[src/rtl/pio_out_pulse_if.sv]
// Avalon-MM slave bus bundle for the output PIO.
interface pio_out_pulse_if;
  logic [2:0]  address;
  logic        chipselect;
  logic        write_n;
  logic [31:0] writedata;
  logic [31:0] readdata;

  modport master (
    output address, chipselect, write_n, writedata,
    input  readdata
  );

  modport slave (
    input  address, chipselect, write_n, writedata,
    output readdata
  );
endinterface

[src/rtl/pio_out_pulse.sv]
// Output PIO with set/clear writes, a one-shot pulse engine, a sticky done register and a maskable level IRQ.
module pio_out_pulse #(
  parameter int unsigned      WIDTH       = 8,
  parameter int unsigned      CNT_WIDTH   = 16,
  parameter logic [WIDTH-1:0] RESET_VALUE = '0
) (
  input  logic             clk,
  input  logic             reset,
  pio_out_pulse_if.slave   bus,
  output logic [WIDTH-1:0] out_port,
  output logic             irq
);

  localparam int unsigned DW = 32;

  localparam logic [2:0] ADDR_DATA  = 3'd0;
  localparam logic [2:0] ADDR_LEN   = 3'd1;
  localparam logic [2:0] ADDR_PULSE = 3'd2;
  localparam logic [2:0] ADDR_DONE  = 3'd3;
  localparam logic [2:0] ADDR_SET   = 3'd4;
  localparam logic [2:0] ADDR_CLR   = 3'd5;
  localparam logic [2:0] ADDR_MASK  = 3'd6;

  typedef enum logic {
    IDLE = 1'b0,
    BUSY = 1'b1
  } state_e;

  state_e               state_q, state_d;
  logic [WIDTH-1:0]     data_q, data_d;
  logic [CNT_WIDTH-1:0] len_q, len_d;
  logic [WIDTH-1:0]     active_q, active_d;
  logic [CNT_WIDTH-1:0] cnt_q, cnt_d;
  logic [WIDTH-1:0]     done_q, done_d;
  logic [WIDTH-1:0]     mask_q, mask_d;
  logic [DW-1:0]        rdata_q, rdata_d;

  logic                 wr_c;
  logic [WIDTH-1:0]     wd_c;
  logic                 trig_c;
  logic                 unused_wd;

  // Decoded bus write strobe, per-bit write data and pulse trigger.
  assign wr_c      = bus.chipselect & ~bus.write_n;
  assign wd_c      = bus.writedata[WIDTH-1:0];
  assign trig_c    = wr_c && (bus.address == ADDR_PULSE) && (wd_c != '0);
  assign unused_wd = ^bus.writedata;

  // Register writes, pulse trigger and expiry, applied in that order, plus the read mux.
  always_comb begin
    state_d  = state_q;
    data_d   = data_q;
    len_d    = len_q;
    active_d = active_q;
    cnt_d    = cnt_q;
    done_d   = done_q;
    mask_d   = mask_q;
    rdata_d  = '0;

    case (bus.address)
      ADDR_DATA:  rdata_d = DW'(data_q);
      ADDR_LEN:   rdata_d = DW'(len_q);
      ADDR_PULSE: rdata_d = DW'(active_q);
      ADDR_DONE:  rdata_d = DW'(done_q);
      ADDR_MASK:  rdata_d = DW'(mask_q);
      default:    rdata_d = '0;
    endcase

    if (wr_c) begin
      case (bus.address)
        ADDR_DATA: data_d = wd_c;
        ADDR_LEN:  len_d  = bus.writedata[CNT_WIDTH-1:0];
        ADDR_DONE: done_d = done_q & ~wd_c;
        ADDR_SET:  data_d = data_q | wd_c;
        ADDR_CLR: begin
          data_d   = data_q & ~wd_c;
          active_d = active_q & ~wd_c;
        end
        ADDR_MASK: mask_d = wd_c;
        default: ;
      endcase
    end

    if (trig_c) begin
      // Retrigger restarts the shared count for every active bit.
      active_d = active_d | wd_c;
      data_d   = data_d | wd_c;
      cnt_d    = (len_q == '0) ? CNT_WIDTH'(1) : len_q;
    end else if (state_q == BUSY) begin
      if (cnt_q == CNT_WIDTH'(1)) begin
        // Expiry: set wins over a coincident done clear.
        data_d   = data_d & ~active_d;
        done_d   = done_d | active_d;
        active_d = '0;
      end else begin
        cnt_d = cnt_q - CNT_WIDTH'(1);
      end
    end

    state_d = (active_d != '0) ? BUSY : IDLE;
  end

  // State and register flops with synchronous reset.
  always_ff @(posedge clk) begin
    if (reset) begin
      state_q  <= IDLE;
      data_q   <= RESET_VALUE;
      len_q    <= '0;
      active_q <= '0;
      cnt_q    <= '0;
      done_q   <= '0;
      mask_q   <= '0;
      rdata_q  <= '0;
    end else begin
      state_q  <= state_d;
      data_q   <= data_d;
      len_q    <= len_d;
      active_q <= active_d;
      cnt_q    <= cnt_d;
      done_q   <= done_d;
      mask_q   <= mask_d;
      rdata_q  <= rdata_d;
    end
  end

  assign out_port     = data_q;
  assign irq          = |(done_q & mask_q);
  assign bus.readdata = rdata_q;

endmodule

[src/flat_wrapper.sv]
// flat-port wrapper written by rule: the top's interface ports become plain ports
module pio_out_pulse_flat 
#(
  parameter int unsigned      WIDTH       = 8,
  parameter int unsigned      CNT_WIDTH   = 16,
  parameter logic [WIDTH-1:0] RESET_VALUE = '0
)
  (clk, reset, out_port, irq, bus_address, bus_chipselect, bus_write_n, bus_writedata, bus_readdata);
  pio_out_pulse_if bus_i ();
  input  logic clk;
  input  logic reset;
  output logic [WIDTH-1:0] out_port;
  output logic irq;
  input wire logic [$bits(bus_i.address)-1:0] bus_address;
  input wire logic [$bits(bus_i.chipselect)-1:0] bus_chipselect;
  input wire logic [$bits(bus_i.write_n)-1:0] bus_write_n;
  input wire logic [$bits(bus_i.writedata)-1:0] bus_writedata;
  output wire logic [$bits(bus_i.readdata)-1:0] bus_readdata;
  assign bus_i.address = bus_address;
  assign bus_i.chipselect = bus_chipselect;
  assign bus_i.write_n = bus_write_n;
  assign bus_i.writedata = bus_writedata;
  assign bus_readdata = bus_i.readdata;
  pio_out_pulse #(.WIDTH(WIDTH), .CNT_WIDTH(CNT_WIDTH), .RESET_VALUE(RESET_VALUE)) u_core (.clk(clk), .reset(reset), .bus(bus_i), .out_port(out_port), .irq(irq));
endmodule
[config.mk]
export PLATFORM = sky130hd
export DESIGN_NAME = pio_out_pulse_flat
export DESIGN_NICKNAME = d
export VERILOG_FILES = /design/src/rtl/pio_out_pulse_if.sv /design/src/rtl/pio_out_pulse.sv /design/src/flat_wrapper.sv
export SDC_FILE = /design/constraint.sdc
export NUM_CORES = 1
export LEC_CHECK = 0
export BUFFER_PORTS_ARGS = -buffer_cell sky130_fd_sc_hd__buf_2
export CAP_MARGIN = 20
export CORE_MARGIN = 3
export CORE_UTILIZATION = 61
export CTS_BUF_LIST = sky130_fd_sc_hd__clkbuf_8
export CTS_CLUSTER_DIAMETER = 80
export DETAILED_ROUTE_END_ITERATION = 16
export PLACE_DENSITY = 0.84
export SETUP_SLACK_MARGIN = 0.4
export SLEW_MARGIN = 20
export SYNTH_ARGS = -nofsm -noshare
export SYNTH_HDL_FRONTEND = slang
export SYNTH_SLANG_ARGS = --single-unit
[constraint.sdc]
create_clock -name clk -period 5.2 [get_ports clk]
set_clock_uncertainty 0.05 [all_clocks]
set_input_delay 0.78 -clock clk [delete_from_list [all_inputs] [get_ports clk]]
set_output_delay 0.78 -clock clk [all_outputs]
set_load 0.01 [all_outputs]
# Yosys cells after proc, flatten, opt, wreduce, memory -nomap -nowiden
# Index checks and enable logic that the tools add are counted.
# word_totals
ff_bits	97
input_bits	39
output_inout_bits	41
word_cells	62
# classes
add_sub_neg	1
eq_ne	8
mux	21
bitwise_logic	13
n_reduce_logical	11
# ops
op	count
2-to-1 mux 8 bit	14
case mux 16 bit (5 select lines)	1
2-to-1 mux 16 bit	4
AND 8 bit	5
bitwise OR 8 bit	4
case mux 8 bit (3 select lines)	1
equality test 16 x 1 -> 1 bit, second input constant	1
zero test 16 bit	1
NOT 8 bit	2
nonzero test 8 bit	2
subtractor 16 x 1 -> 16 bit, second input constant	1
equality test 3 bit, second input constant	3
OR reduction 8 bit	1
equality test 3 x 2 -> 1 bit, second input constant	2
AND reduction 2 bit	3
equality test 3 x 1 -> 1 bit, second input constant	1
zero test 3 bit	1
logical AND 1 bit	2
inequality test 2 x 1 -> 1 bit, second input constant	1
nonzero test 2 bit	1
AND 1 bit	1
2-to-1 mux 1 bit	1
NOT 1 bit	1

# Depth between registers and ports, before layout
# logic_depth
depth_word	9
ltp_mapped	8
ltp_nobuf	6

# Worst setup path after synthesis
# OpenSTA, ideal clock, no wires.
# synth_timing
path_kind	in2reg
from	input port bus_writedata[4]
to	register u_core.done_q[3]
setup_time_ns	0.065
t_arrival_ns	2.697
t_required_ns	5.085
slack_ns	2.388
path_stages	8
path_buffers	3
path_cell_list	clkbuf_1 or4_1 o211a_1 clkbuf_1 nor4b_4 buf_2 a22oi_1 nor2_1
# synth_via
elab_chain_len	3
# synth_lines
item	line	source
start, declared	flat_wrapper.sv:17	input wire logic [$bits(bus_i.writedata)-1:0] bus_writedata;
nonzero test 8 bit	pio_out_pulse.sv:46	assign trig_c = wr_c && (bus.address == ADDR_PULSE) && (wd_c != '0);
logical AND 1 bit	pio_out_pulse.sv:46	
2-to-1 mux 8 bit	pio_out_pulse.sv:84	if (trig_c) begin
end signal, assigned	pio_out_pulse.sv:120	done_q <= done_d;
end, declared	pio_out_pulse.sv:34	logic [WIDTH-1:0] done_q, done_d;
# Every way passes these cells.
# A chain may end at the register's enable or synchronous reset.

# Worst setup path after layout
# layout_timing
from	input port bus_writedata[0]
to	register u_core.done_q[5]
# The elaborated chain is that of the path after synthesis.

==> impl_metrics.py <==
metrics = {
    "run_status": {
        "status": "finished, final reports clean",
    },
    "pwr": {
        "p_seq_share_pct": 47.1,
        "fin_total_pwr_uw": 1380,
        "power_density_mw_per_mm2": 314,
        "ir_drop_uv": 211,
        "p_comb_share_pct": 12.0,
        "clockPowerShare_pct": 41.0,
        "p_int_uw": 1030,
        "swShare_pct": 25.3,
        "power.leakage_uw": 0.00168,
        "p_sw_uw": 350,
    },
    "synthesis": {
        "synth_edf_count": 0,
        "synth_top_area_share_pct": 40.6,
        "ys_ff_latch": 81,
        "synth_cells": 489,
        "async_flop_share_pct": 0,
        "synthTopCellsByArea": "dfxtp_1 41%, nand2_1 6.6%, nor2_1 4.8%",
        "ys_types": 50,
        "syn_area_mm2": 0.00400,
        "synth_flop_cell": "dfxtp_1",
        "yosysMostFrequentCell": "dfxtp_1",
        "synthTopCellsByCount": "81 x dfxtp_1, 70 x nand2_1, 51 x nor2_1, 36 x a21oi_1, 31 x clkbuf_1",
        "synth.avg_cell_area_um2": 8.18,
        "synth_top_area_cell": "dfxtp_1",
        "ys_warn_count": 0,
        "ys_seq_area_share_pct": 40.6,
    },
    "routing": {
        "dr.first_iter.drc_count": 472,
        "routed_via_density": 6.24,
        "ant_nets": 0,
        "wl_mm": 9.99,
        "wl_per_cell_um": 16.9,
        "first_pass_iters": 5,
        "num_vias": 3685,
        "drc": 0,
    },
    "die": {
        "fp-row-count": 28,
        "io-pin-count": 80,
        "start_util_pct": 65.2,
        "core-area_mm2": 0.00613,
        "die_h_um": 87.0,
        "die_x_um": 87.0,
        "die_area_mm2": 0.00756,
    },
    "grt": {
        "antenna_found_initial": 0,
        "grt_pass1_wl_mm": 16.1,
        "grt_max_degree": 76,
        "first_global_vias": 3326,
        "grt_overflow": 0,
        "track_usage_pct": 27.1,
    },
    "min_path": {
        "worstHoldPathType": "reg2reg",
    },
    "clock_network": {
        "clock-sinks": 81,
        "cts.path.max_buffers": 2,
        "cts-resized-gates": 0,
        "root_buffer": "clkbuf_8",
        "htree_levels": 3,
        "clkLatencyLatePin_ns": 0.35,
        "cts_setup_buffers": 0,
        "cts_tree": "built",
        "holdBufCountCts": 0,
        "cts_buffers": 9,
        "path_clk_slew_ns": 0.08,
    },
    "setup_path": {
        "end_kind": "register",
        "arrival_ns": 3.30,
        "required_ns": 5.43,
        "crit_path_start_kind": "primary input",
        "ff2ff_setup_slack_ns": 2.40,
        "path_class": "in2reg",
        "crit_fanout": 18,
    },
    "place": {
        "dpl_cell_area_mm2": 0.00415,
        "gp_congestion": 0.925,
        "port_buffers": 47,
        "dp_hpwl_mm": 6.69,
    },
    "timing": {
        "rsz0062_at_grt": "false",
        "slew_headroom_pct": 25.8,
        "setup_viol": 0,
        "finalMaxSlewViolations": 0,
        "clock.fmax_mhz": 326,
        "hold_viol_final": 0,
        "tightestPinTransition_ns": 1.11,
        "finalCriticalPeriod_ns": 3.07,
        "setup-tns-final_ns": 0,
        "finalCritPeriodShare_pct": 59.1,
    },
    "cells_and_area": {
        "final_layout_size_suffix_gt1_share_pct": 15.7,
        "fill_cells": 471,
        "final_area_mm2": 0.00440,
        "layout.nets": 552,
        "diodes": 0,
        "synthToLayoutAreaGrowth_pct": 10.1,
        "post-route-util_pct": 71.8,
    },
    "job": {
        "cap_viol_max_count": 0,
    },
}
-- power by group through the flow --
stage / combinational (uW) / clock [uW] / sequential [uW]
2_1_floorplan: 139 / 0 / 662
3_3_place_gp: 158 / 0 / 664
3_5_place_dp: 161 / 0 / 665
4_1_cts: 163 / 569 / 651
5_1_grt: 180 / 596 / 653
6_report: 166 / 567 / 651
-- layout by cell type, fill, tap and decap left out, drive strengths merged, types with 2 or more instances in the layout --
master | synthesis | final
and2 | 8 | 8
dfxtp | 81 | 81
a22o | 9 | 9
a22oi | 16 | 16
nor2 | 51 | 51
nor2b | 11 | 11
nand4 | 2 | 2
a2111oi | 5 | 5
or3 | 5 | 5
inv | 3 | 3
nand2b | 4 | 4
nor4 | 6 | 6
nor4b | 2 | 2
a211oi | 18 | 18
or4 | 8 | 8
nor3 | 12 | 12
clkbuf | 31 | 10
a21oi | 36 | 36
ha | 2 | 2
clkinv | 0 | 2
a21boi | 2 | 2
nand3 | 2 | 2
conb | 1 | 16
mux2i | 17 | 17
a32oi | 12 | 12
bufinv | 0 | 3
or2 | 3 | 3
o21ai | 23 | 23
xnor2 | 12 | 12
nand2 | 70 | 70
buf | 25 | 52
-- flip-flops by register name, summed over array words and instances (netlist names) --
signal               flops
u_core.bus.readdata     16
u_core.cnt_q            16
u_core.len_q            16
u_core.active_q          8
u_core.done_q            8
u_core.mask_q            8
u_core.out_port          8
u_core.state_q           1
-- layout make-up --
| class | count | area, um^2 | share of cell area (%) |
|---|---|---|---|
| sequential | 81 | 1620 | 36.8 |
| inverter | 3 | 11.3 | 0.256 |
| tap | 75 | 93.8 | 2.13 |
| clock inverter | 6 | 115 | 2.61 |
| timing repair buffer | 52 | 273 | 6.19 |
| clock buffer | 10 | 138 | 3.13 |
| multi-input combinational | 364 | 2150 | 48.8 |
-- logic make-up after synthesis --
group / after synthesis / synth area share [%]
other cells: 1 / 0.0938
compound gates: 126 / 21.1
fa+ha+maj: 2 / 0.626
buf+inv: 59 / 7.26
xor+xnor: 13 / 2.85
flops: 81 / 40.6
simple gates: 190 / 23.2
mux: 17 / 4.26
-- stage by stage --
step                hold WS [ns]  instances  setup WS [ns]
floorplan                  0.399        504           2.39
global placement           0.426        575           1.89
detailed placement         0.427        575           1.86
CTS                        0.444        591           2.21
global route               0.482        591           2.09
finish                     0.453        591           2.13
-- layer usage --
layer | GRT usage [%] | wire length, um
met1 | 37.6 | 4280
met2 | 40.6 | 4500
met3 | 5.39 | 1010
met4 | 11.9 | 202
met5 | 0 | 0
-- path summary, 6_finish.rpt --
| kind | start | to | cells after the start |
|---|---|---|---|
| worst max-delay path | bus_writedata[0] | u_core.done_q[5] | 6 |
| worst min register to register | u_core.len_q[11] | u_core.len_q[11] | 2 |
| worst max register to register | u_core.cnt_q[2] | u_core.done_q[5] | 5 |
| worst min-delay path | u_core.len_q[11] | u_core.len_q[11] | 2 |
-- critical path: stages --
cell     delay, ns
buf_2         0.16
or4_1         0.56
o211a_1       0.48
nor4b_4       0.95
a32oi_1       0.21
nor2_1        0.14
No activity file was read; power rests on OpenSTA's default activity.
